===== src/rtl/multicycle_ctrl.sv =====
// Multicycle CPU control unit: FETCH/DECODE/EXEC/MEM/WB/HALT sequencer driving
// datapath mux selects, memory handshake strobes and a retired-instruction counter.
module multicycle_ctrl (
    input  logic        clk,
    input  logic        rst,
    input  logic [31:0] instr,
    input  logic        aluZero,
    input  logic        mem_ack,
    output logic        mem_req,
    output logic        we,
    output logic        d4,
    output logic        ir_we,
    output logic        pc_we,
    output logic [1:0]  d1,
    output logic        d2,
    output logic        d3,
    output logic [5:0]  op,
    output logic        regWr,
    output logic        regMem,
    output logic        halted,
    output logic        illegal,
    output logic [15:0] retired,
    output logic [2:0]  state_dbg
);

    typedef enum logic [2:0] {
        S_FETCH  = 3'd0,
        S_DECODE = 3'd1,
        S_EXEC   = 3'd2,
        S_MEM    = 3'd3,
        S_WB     = 3'd4,
        S_HALT   = 3'd5
    } state_t;

    typedef enum logic [2:0] {
        C_R    = 3'd0,
        C_ADDI = 3'd1,
        C_LW   = 3'd2,
        C_SW   = 3'd3,
        C_BEQ  = 3'd4,
        C_J    = 3'd5
    } class_t;

    localparam logic [5:0] OPC_R    = 6'h00;
    localparam logic [5:0] OPC_ADDI = 6'h08;
    localparam logic [5:0] OPC_LW   = 6'h23;
    localparam logic [5:0] OPC_SW   = 6'h2B;
    localparam logic [5:0] OPC_BEQ  = 6'h04;
    localparam logic [5:0] OPC_J    = 6'h02;
    localparam logic [5:0] OPC_HALT = 6'h3F;
    localparam logic [5:0] ALU_ADD  = 6'h20;
    localparam logic [5:0] ALU_SUB  = 6'h22;

    state_t      state_q, state_d;
    class_t      class_q, class_d;
    logic [15:0] retired_q;
    logic        run_q;
    logic        retire;
    logic [5:0]  opcode;
    logic [5:0]  funct;

    assign opcode    = instr[31:26];
    assign funct     = instr[5:0];
    assign retired   = retired_q;
    assign state_dbg = state_q;

    // run_q holds off the first fetch request until one clock after reset release
    always_ff @(posedge clk or negedge rst) begin
        if (!rst) begin
            state_q   <= S_FETCH;
            class_q   <= C_R;
            retired_q <= 16'h0000;
            run_q     <= 1'b0;
        end else begin
            state_q <= state_d;
            class_q <= class_d;
            run_q   <= 1'b1;
            if (retire) begin
                retired_q <= retired_q + 16'h0001;
            end
        end
    end

    always_comb begin
        state_d = state_q;
        class_d = class_q;
        retire  = 1'b0;
        mem_req = 1'b0;
        we      = 1'b0;
        d4      = 1'b0;
        ir_we   = 1'b0;
        pc_we   = 1'b0;
        d1      = 2'b00;
        d2      = 1'b0;
        d3      = 1'b0;
        op      = 6'h00;
        regWr   = 1'b0;
        regMem  = 1'b0;
        halted  = 1'b0;
        illegal = 1'b0;
        case (state_q)
            S_FETCH: begin
                if (run_q) begin
                    mem_req = 1'b1;
                    if (mem_ack) begin
                        ir_we   = 1'b1;
                        pc_we   = 1'b1;
                        state_d = S_DECODE;
                    end
                end
            end
            S_DECODE: begin
                state_d = S_EXEC;
                case (opcode)
                    OPC_R:    class_d = C_R;
                    OPC_ADDI: class_d = C_ADDI;
                    OPC_LW:   class_d = C_LW;
                    OPC_SW:   class_d = C_SW;
                    OPC_BEQ:  class_d = C_BEQ;
                    OPC_J:    class_d = C_J;
                    OPC_HALT: state_d = S_HALT;
                    default: begin
                        illegal = 1'b1;
                        state_d = S_FETCH;
                    end
                endcase
            end
            S_EXEC: begin
                case (class_q)
                    C_R: begin
                        op      = funct;
                        state_d = S_WB;
                    end
                    C_ADDI: begin
                        op      = ALU_ADD;
                        d2      = 1'b1;
                        state_d = S_WB;
                    end
                    C_LW, C_SW: begin
                        op      = ALU_ADD;
                        d2      = 1'b1;
                        state_d = S_MEM;
                    end
                    C_BEQ: begin
                        op      = ALU_SUB;
                        d1      = 2'b01;
                        pc_we   = aluZero;
                        state_d = S_FETCH;
                        retire  = 1'b1;
                    end
                    default: begin
                        d1      = 2'b10;
                        pc_we   = 1'b1;
                        state_d = S_FETCH;
                        retire  = 1'b1;
                    end
                endcase
            end
            S_MEM: begin
                mem_req = 1'b1;
                d4      = 1'b1;
                op      = ALU_ADD;
                d2      = 1'b1;
                we      = (class_q == C_SW);
                if (mem_ack) begin
                    if (class_q == C_SW) begin
                        state_d = S_FETCH;
                        retire  = 1'b1;
                    end else begin
                        state_d = S_WB;
                    end
                end
            end
            S_WB: begin
                regWr   = 1'b1;
                regMem  = (class_q == C_LW);
                d3      = (class_q == C_R);
                state_d = S_FETCH;
                retire  = 1'b1;
            end
            default: begin
                halted = 1'b1;
            end
        endcase
    end

endmodule


===== config.mk =====
export PLATFORM = sky130hd
export DESIGN_NAME = multicycle_ctrl
export DESIGN_NICKNAME = d
export VERILOG_FILES = /design/src/rtl/multicycle_ctrl.sv
export SDC_FILE = /design/constraint.sdc
export NUM_CORES = 1
export LEC_CHECK = 0
export ABC_AREA = 1
export BUFFER_PORTS_ARGS = -buffer_cell sky130_fd_sc_hd__buf_2
export CAP_MARGIN = 10
export CORE_ASPECT_RATIO = 0.8
export CORE_MARGIN = 2
export CORE_UTILIZATION = 35
export CTS_BUF_LIST = sky130_fd_sc_hd__clkbuf_4 sky130_fd_sc_hd__clkbuf_8
export DETAILED_ROUTE_END_ITERATION = 8
export PLACE_DENSITY = 0.66
export SLEW_MARGIN = 15
export SYNTH_ARGS = -nofsm -noshare
export SYNTH_HDL_FRONTEND = slang
export SYNTH_SLANG_ARGS = --single-unit

===== constraint.sdc =====
create_clock -name clk -period 2 [get_ports clk]
set_input_delay 0.3 -clock clk [delete_from_list [all_inputs] [get_ports clk]]
set_output_delay 0.3 -clock clk [all_outputs]
set_load 0.02 [all_outputs]

==> results.toml, run 1 <==
[setup_path]
rr_startpoint = "state_dbg[0]"
r2r_end = "retired[4]"
startpoint = "state_dbg[2]"
worst_ep_arrival_time_ns = 1.58
crit_fanout = 8
path_cells = "inv_1, nand2_4, nor2_4, nand2_4, o22ai_1, buf_4"
rr_worst_depth = 4
critPathMaxStageDelay_ns = 0.43
cp_common_cell = "nand2_4"
required_ns = 1.70
crit_end = "pc_we"
path_class = "flop to primary output"
crit_path_start_kind = "flop"
r2r_setup_slack_ns = 0.43
crit_slowest_cell = "dfrtp_1"
worstSetupEndpointType = "primary output"

[clock_network]
cts-buffers-inserted = 3
ctsHoldBuffers = 0
cts_root_buffer = "clkbuf_8"
clk_latency_ns = 0.27
cts_max_level = 1
clkSlewWorstSetupHoldPaths_ns = 0.09
clock-sinks = 23
cts_tree = "built"
clockBufferDepth = 2
cts-resized-gates = 0
post_cts_buffers = 0

[placed_design]
portBuffers = 53
dp_hpwl_mm = 3.162
routabilityCongestion = 0.7710
dpl.cell_count = 365
pre_cts_slack_ns = 0.3995

[sta]
hold_viol_final = 2
fin_crit_ns = 1.877
skew_ns = 0.009495
fin_crit_sh_pct = 93.86
max_slew_margin_pct = 64.18
setup_tns_ns = 0
drv_slew = 0
setup_viol = 0
setup_ws_ns = 0.1228
fmax_mhz = 532.7
worst_pin_slew_ns = 0.5373
hold_slack_ns = -0.001861

[floorplan]
num_rows = 22
die_w_um = 80.51
ios = 74
die_y_um = 65.21
core_sq_um = 4542
dieArea_sq_um = 5250
start_util_pct = 36.09

[grt]
grt_pass1_vias = 1658
overflow = 0
grt_start_max_net_pins = 29
grt_usage_pct = 17.14
antenna_found_initial = 0
grt_pass1_wl_mm = 7.141

[route]
avgViaCountPerCell = 4.659
route.detailed.drc = 0
wl_per_cell_um = 10.95
wirelength_mm = 4.041
met1_length_mm = 1.879
drt-pass1-iter-count = 4
top_layer = "met3"
drtIter0Drc = 78
postRouteAntennaNets = 0
met3_length_um = 233
dr_total_vias = 1719
wl_met2_mm = 1.929

[synthesis]
syn_nets = 291
postSynthAreaPerCell_sq_um = 6.453
synth_cell_types = 24
syn_area_sq_um = 1639
yosysSeqAreaShare_pct = 35.11
syn_inst = 254
yosys_warnings = 0
ys_ff_latch = 23

[run_status]
status = "finished with violations"
violations = "hold timing"

[cells_and_area]
drive_gt1_share_pct = 21.36
fillers = 505
seq_area_sq_um = 575.6
syn_to_final_growth_pct = 22.67
diodes = 0
multi_input_area_sq_um = 914.6
num-nets-final = 347
layout_commonest_cell = "nand2_1"
instances_no_fill = 369
final_cell_mix = "82 x nand2_1, 52 x buf_2, 42 x nor2_1"

[power_and_ir_drop]
p_leak_nw = 1.061
irDropWorstVdd_uv = 236.8
p_per_area_nw_per_um2 = 400.5
p_total_w = 0.0008052

[worst_hold_path]
min_path_type = "input port to asynchronous set/reset pin"

[job]
maxCapViolations = 0
[worst min path at each step]
stage | slack (ns) | depth (start not counted) | to
after floorplan | 0.004 | 0 | class_q[0]
after CTS | 0.02 | 1 | retired[2]
after global placement | 0.31 | 1 | retired[3]
after detailed placement | 0.33 | 1 | retired[2]
after global routing | 0.04 | 1 | retired[2]
final | -0.002 | 1 | retired[2]
[power breakdown]
group	total [W]	switching [W]	internal, W	leakage [nW]
registers	0.000466	0.000000524	0.000466	0.298
logic	0.0000451	0.0000286	0.0000165	0.737
clock network	0.000294	0.000155	0.000139	0.0255
[routing by layer]
metal	GRT usage, %	vias up
met5	0	-
met4	3.814	0
met3	4.670	0
met2	30.10	53
met1	20.98	758
li1	-	908
[synthesized netlist by cell type]
cell type  count  share of area (%)
nor2_4         2                1.4
nand3_2        1               0.61
nor2_1        42                9.6
nand4_1        7                2.7
nand2_2        1               0.38
nand3b_1       3                1.4
o21ai_0       10                3.1
nor3_1         4                1.2
o22ai_1        1               0.38
nor4_1         1               0.38
nand2_4        2                1.4
ha_1           1               0.76
buf_6          2                1.4
dfrtp_1       23                 35
nand3_1       25                7.6
nand3_4        1                1.1
inv_1         34                7.8
o211ai_1       1               0.46
nand2_1       82                 19
xnor2_1        1               0.53
xor2_1         5                2.7
inv_2          1               0.23
conb_1         1               0.23
o21ai_1        3               0.92
[stage by stage]
stage               util [%]  cell area, sq um
floorplan                  -              1639
global placement       43.09              1957
detailed placement     43.09              1957
CTS                    44.10              2003
global route           44.27              2011
finish                 44.27              2011
[flip-flops by register name (all words and copies together) (netlist names)]
register	flops
class_q	3
run_q	1
state_dbg	3
retired	16
[critical path: cells and delay by family, from the launching register on]
kind | cells | cell delay, ns
flops | 1 | 0.43
compound gates | 1 | 0.15
buf+inv | 2 | 0.29
simple gates | 3 | 0.44
[cell families after synthesis]
group | after synthesis | synth area share [%]
adder cells (fa/ha/maj) | 1 | 0.7632
XOR/XNOR | 6 | 3.206
AND/OR/NAND/NOR | 171 | 46.49
flip-flops | 23 | 35.11
other | 1 | 0.2288
AO/OA/AOI/OAI | 15 | 4.809
buffers and inverters | 37 | 9.389
[layout make-up]
cell class | count | share of cell area [%]
multi-input combinational | 194 | 45.49
tap | 60 | 3.734
timing repair buffer | 53 | 13.32
clock inverter | 1 | 0.2489
clock buffer | 3 | 2.054
sequential | 23 | 28.62
inverter | 35 | 6.534
No activity file was read; power rests on OpenSTA's default activity.
==> inputs of run 2 (changes only) <==
--- a/config.mk
+++ b/config.mk
@@ -14,6 +14,7 @@
 export CTS_BUF_LIST = sky130_fd_sc_hd__clkbuf_4 sky130_fd_sc_hd__clkbuf_8
 export DETAILED_ROUTE_END_ITERATION = 8
 export PLACE_DENSITY = 0.66
+export REMOVE_ABC_BUFFERS = 1
 export SLEW_MARGIN = 15
 export SYNTH_ARGS = -nofsm -noshare
 export SYNTH_HDL_FRONTEND = slang
==> constraint.sdc (replaced) <==
create_clock -name clk -period 1.9 [get_ports clk]
set_input_delay 0.285 -clock clk [delete_from_list [all_inputs] [get_ports clk]]
set_output_delay 0.285 -clock clk [all_outputs]
set_load 0.02 [all_outputs]
==> run 2 against run 1 <==
Effect of this change: the flow now finishes without violations; critical path depth unchanged; hold slack improved by 0.42 ns; setup slack got worse by 0.039 ns; cell count increased by 1.6%; via count increased by 1.7%; clock power increased by 8.2%; register-to-register slack got worse by 0.21 ns; critical path type unchanged; first-iteration DRC count decreased by 14%; final area increased by 3.3%.
==> results.toml, run 2 (synthesis gave the netlist of run 1 again) <==
[setup_path]
critPathMaxStageDelay_ns = 0.41
worstSetupEndpointType = "primary output"
crit_slowest_cell = "dfrtp_1"
path_class = "flop to primary output"
path_cells = "inv_1, nand2_4, nor2_4, nand2_4, o22ai_1, buf_4"
required_ns = 1.62
crit_path_start_kind = "flop"
worst_ep_arrival_time_ns = 1.53
cpLargestDelayFamily = "simple AND/OR/NAND/NOR gates"
path_buf_inv = 2
cp_common_cell = "nand2_4"
crit_fanout = 8

[route]
drt-pass1-iter-count = 4
wl_per_cell_um = 10.73
dr_total_vias = 1748
avgViaCountPerCell = 4.661
route.detailed.drc = 0
drtIter0Drc = 67
wirelength_mm = 4.025
postRouteAntennaNets = 0

[clock_network]
cts_tree = "built"
clock-sinks = 23
cts_max_level = 1
clkSlewWorstSetupHoldPaths_ns = 0.09
clk_latency_ns = 0.27
cts-buffers-inserted = 3
clockBufferDepth = 2
cts_root_buffer = "clkbuf_8"

[cells_and_area]
layout_commonest_cell = "nand2_1"
num-nets-final = 353
instances_no_fill = 375
fillers = 495
syn_to_final_growth_pct = 26.72
final_cell_mix = "82 x nand2_1, 51 x buf_2, 41 x nor2_1"
diodes = 0
drive_gt1_share_pct = 24.13
finish.utilization_pct = 45.73
largest_reg_flops = 16

[floorplan]
die_w_um = 80.51
num_rows = 22
start_util_pct = 36.09
core_sq_um = 4542
die_y_um = 65.21
ios = 74
dieArea_sq_um = 5250

[power_and_ir_drop]
p_leak_nw = 1.088
irDropWorstVdd_uv = 232.1
p_per_area_nw_per_um2 = 412.5
p_total_w = 0.0008568

[placed_design]
routabilityCongestion = 0.8486
portBuffers = 53
dpl.cell_count = 366
dp_hpwl_mm = 3.022

[sta]
worst_pin_slew_ns = 0.5386
drv_slew = 0
fin_crit_sh_pct = 95.59
fmax_mhz = 550.6
setup_tns_ns = 0
setup_viol = 0
max_slew_margin_pct = 64.09
hold_slack_ns = 0.4173
fin_crit_ns = 1.816
skew_ns = 0.005618
hold_viol_final = 0

[grt]
antenna_found_initial = 0
overflow = 0
grt_pass1_wl_mm = 7.031
grt_pass1_vias = 1565
grt_usage_pct = 16.68
grt_start_max_net_pins = 29

[job]
maxCapViolations = 0

[run_status]
status = "finished, final reports clean"

[worst_hold_path]
min_path_type = "input port to flop"
## run 2: routing by layer
layer / vias up / part of all wire (%) / track usage (%)
met4: 0 / 0.30 / 1.907
li1: 924 / - / -
met5: - / 0 / 0
met3: 2 / 7.0 / 4.533
met1: 765 / 49 / 23.08
met2: 57 / 43 / 26.88
## run 2: tightest hold or removal path, cell delays in order
cell and delay, ns:
buf_2 0.11, inv_1 0.04, nand2_1 0.05, nor2_1 0.05
nand3_1 0.07, nand2_1 0.05
## run 2: where the power goes
part           switching [W]  total [W]  internal, W
Combinational      0.0000299  0.0000487    0.0000187
Clock               0.000171   0.000318     0.000147
Sequential       0.000000536   0.000491     0.000490
Total               0.000201   0.000857     0.000656
## run 2: worst paths after layout
path / cells after the start / startpoint / endpoint / slack [ns]
min reg2reg: 2 / retired[11] / retired[11] / 0.56
min: 6 / instr[30] / class_q[1] / 0.42
max in group asynchronous: 2 / rst / state_dbg[0] / 0.99
min in group asynchronous: 2 / rst / retired[2] / 0.52
max reg2reg: 9 / state_dbg[2] / retired[5] / 0.22
max: 6 / state_dbg[2] / pc_we / 0.08
## run 2: cell type report
class / instances / area, sq um / area share [%]
repair buffers: 59 / 317.8 / 15.30
clock inverters: 1 / 5.005 / 0.2410
flip-flops and latches: 23 / 579.3 / 27.89
well taps: 60 / 75.07 / 3.614
multi-input cells: 194 / 927.1 / 44.64
clock buffers: 3 / 41.29 / 1.988
inverters: 35 / 131.4 / 6.325
## run 2: per-stage QoR
| step | setup WS (ns) | cell area [sq um] |
|---|---|---|
| 2_1_floorplan | 0.1368 | 1617 |
| 3_3_place_gp | 0.3558 | 1964 |
| 3_5_place_dp | 0.3459 | 1964 |
| 4_1_cts | 0.05537 | 2021 |
| 5_1_grt | -0.02888 | 2077 |
| 6_report | 0.08376 | 2077 |
## run 2: timing repair
item,CTS,global route
resized for setup,0,9
setup endpoints to repair,0,9
hold buffers,1,0
setup buffers,0,4
endpoints found under the hold margin,13,0
==> inputs of run 3 (changes only) <==
--- a/config.mk
+++ b/config.mk
@@ -5,7 +5,7 @@
 export SDC_FILE = /design/constraint.sdc
 export NUM_CORES = 1
 export LEC_CHECK = 0
-export ABC_AREA = 1
+export ABC_AREA = 0
 export BUFFER_PORTS_ARGS = -buffer_cell sky130_fd_sc_hd__buf_2
 export CAP_MARGIN = 10
 export CORE_ASPECT_RATIO = 0.8
@@ -13,7 +13,7 @@
 export CORE_UTILIZATION = 35
 export CTS_BUF_LIST = sky130_fd_sc_hd__clkbuf_4 sky130_fd_sc_hd__clkbuf_8
 export DETAILED_ROUTE_END_ITERATION = 8
-export PLACE_DENSITY = 0.66
+export PLACE_DENSITY = 0.68
 export REMOVE_ABC_BUFFERS = 1
 export SLEW_MARGIN = 15
 export SYNTH_ARGS = -nofsm -noshare
==> run 3 against run 2 <==
Effect of this change: non-clock buffer count up 13; utilization up 5.9 points; register-to-register slack lost 0.11 ns; flip-flop and latch count is the same; hold slack worse by 0.048 ns; total power is 110% higher; combinational power grew to 18 times the previous value; global-route usage fell by 1.3 points; cell count down 26%.
==> results.toml, run 3 <==
[cells_and_area]
fillers = 372
diodes = 0
seq_area_sq_um = 579.3
largest_reg_flops = 16
syn_to_final_growth_pct = 39.13
layout_commonest_cell = "buf_2"
drive_gt1_share_pct = 44.20
final_cell_mix = "48 x buf_2, 23 x buf_4, 20 x dfrtp_1"
num-nets-final = 262
multi_input_area_sq_um = 869.6
instances_no_fill = 279

[floorplan]
start_util_pct = 37.10
ios = 74
die_w_um = 75.69
dieArea_sq_um = 4643
num_rows = 20
die_y_um = 61.35
core_sq_um = 3879

[clock_network]
cts-buffers-inserted = 3
clk_latency_ns = 0.26
clockBufferDepth = 2
cts_max_level = 1
clock-sinks = 23
cts_root_buffer = "clkbuf_8"
cts_tree = "built"
clkSlewWorstSetupHoldPaths_ns = 0.08

[synthesis]
yosysSeqAreaShare_pct = 40.00
synth_edf_count = 0
synthTopCellsByCount = "23 x dfrtp_1, 16 x nor2_1, 15 x nand2_1"
synth_top_area_share_pct = 40.00
synth_area_leader_cell = "dfrtp_1"
ys_ff_latch = 23
syn_area_sq_um = 1439
syn_inst = 155
synth_cell_types = 41
yosys_warnings = 0
synthArstFlopShare_pct = 100.0
synth_most_common_cell = "dfrtp_1"
ys_top_cells_by_area = "dfrtp_1 40%, xor2_1 7.9%, nor2_1 4.2%"
postSynthAreaPerCell_sq_um = 9.283
ys.flop_type = "dfrtp_1"

[route]
wl_per_cell_um = 11.90
wirelength_mm = 3.319
dr_total_vias = 1369
drtIter0Drc = 41
route.detailed.drc = 0
postRouteAntennaNets = 0
avgViaCountPerCell = 4.907
drt-pass1-iter-count = 4

[sta]
max_slew_margin_pct = 66.05
fmax_mhz = 533.2
setup_tns_ns = 0
skew_ns = 0.002756
rsz0062_at_grt = "true"
fin_crit_sh_pct = 98.70
worst_pin_slew_ns = 0.5093
fin_crit_ns = 1.875
hold_viol_final = 0
drv_slew = 0
setup_viol = 0

[power_and_ir_drop]
p_leak_nw = 0.8838
pwr-share-seq_pct = 37.0
switching_share_pct = 41.40
irDropWorstVdd_uv = 1010
p_int_w = 0.001073
p_total_w = 0.001832
switching_power_w = 0.0007583
p_per_area_nw_per_um2 = 914.9
p_clk_share_pct = 16.4
pwr-share-comb_pct = 46.6

[setup_path]
worst_ep_arrival_time_ns = 1.59
crit_path_start_kind = "flop"
path_class = "flop to primary output"
worstSetupEndpointType = "primary output"
crit_fanout = 5
required_ns = 1.62
r2r_setup_slack_ns = 0.11

[grt]
grt_pass1_wl_mm = 5.471
overflow = 0
grt_pass1_vias = 1137
grt_usage_pct = 15.37
antenna_found_initial = 0
grt_start_max_net_pins = 24

[worst_hold_path]
min_path_type = "input port to flop"

[placed_design]
dp_hpwl_mm = 2.354
dpl.cell_count = 264
routabilityCongestion = 0.7916
portBuffers = 53

[run_status]
status = "finished, final reports clean"

[job]
maxCapViolations = 0
[run 3: cell types whose count changed after synthesis, moves of 5 or more]
cell / delta
nand2_1: -67
inv_1: -30
nor2_1: -26
nand3_1: -18
xor2_1: +8
nor3_1: +6
nor4_1: +5
o21ai_0: -5
[run 3: logic make-up (layout without fill, tap and decap cells)]
group / count (synthesis) / count (layout) / synth area share, %
fa+ha+maj: 1 / 1 / 0.8694
simple gates: 81 / 81 / 32.26
buf+inv: 11 / 80 / 4.521
other cells: 1 / 1 / 0.2606
flops: 23 / 23 / 40.00
xor+xnor: 16 / 16 / 9.740
compound gates: 16 / 16 / 7.826
mux: 6 / 6 / 4.522
[run 3: final timing paths]
check | startpoint | end | cells after the start
worst max-delay path | state_dbg[1] | d3 | 4
worst min-delay path | mem_ack | state_dbg[0] | 4
worst max register to register | state_dbg[1] | retired[9] | 5
worst min register to register | retired[15] | retired[15] | 1
max in group asynchronous | rst | state_dbg[2] | 2
min in group asynchronous | rst | retired[7] | 2
[run 3: what timing repair did]
item                       4_1_cts  5_1_grt
gates resized for setup          6       17
setup endpoints to repair        7       13
setup buffers                    3        7
pin swaps                        1        6
hold buffers                     1        0
hold endpoints to repair        21        0
[run 3: routing by layer]
metal | global-route usage (%) | part of all wire [%]
met3 | 3.437 | 4.5
met5 | 0 | 0
met1 | 24.20 | 53
met4 | 2.256 | 0.30
met2 | 21.99 | 42
[run 3: area by class of cell]
type / count / area share (%)
sequential: 23 / 28.94
timing repair buffer: 72 / 21.13
multi-input combinational: 121 / 43.44
tap: 55 / 3.438
inverter: 4 / 0.7500
clock buffer: 3 / 2.063
clock inverter: 1 / 0.2500
[run 3: stage by stage]
stage	instance area [sq um]	setup WS (ns)	util, %	hold slack (ns)
CTS	1884	0.009182	48.58	0.3629
global route	2002	-0.04402	51.61	0.4210
finish	2002	0.02465	51.61	0.3697
floorplan	1389	-0.1442	-	-0.01059
global placement	1783	0.09181	45.97	0.2914
detailed placement	1783	0.07567	45.97	0.2879
[run 3: critical path, stage by stage, from the launching register on]
cell and delay [ns]:
dfrtp_2 0.46, or3b_4 0.39, buf_4 0.15, nor3_1 0.14
buf_2 0.19
[run 3: power by group through the flow]
stage | Clock [W] | Sequential, W | Combinational, W
global route | 0.000339 | 0.000695 | 0.000934
finish | 0.000300 | 0.000677 | 0.000854
global placement | 0 | 0.000688 | 0.000702
CTS | 0.000310 | 0.000676 | 0.000767
detailed placement | 0 | 0.000691 | 0.000709
floorplan | 0 | 0.000780 | 0.000343
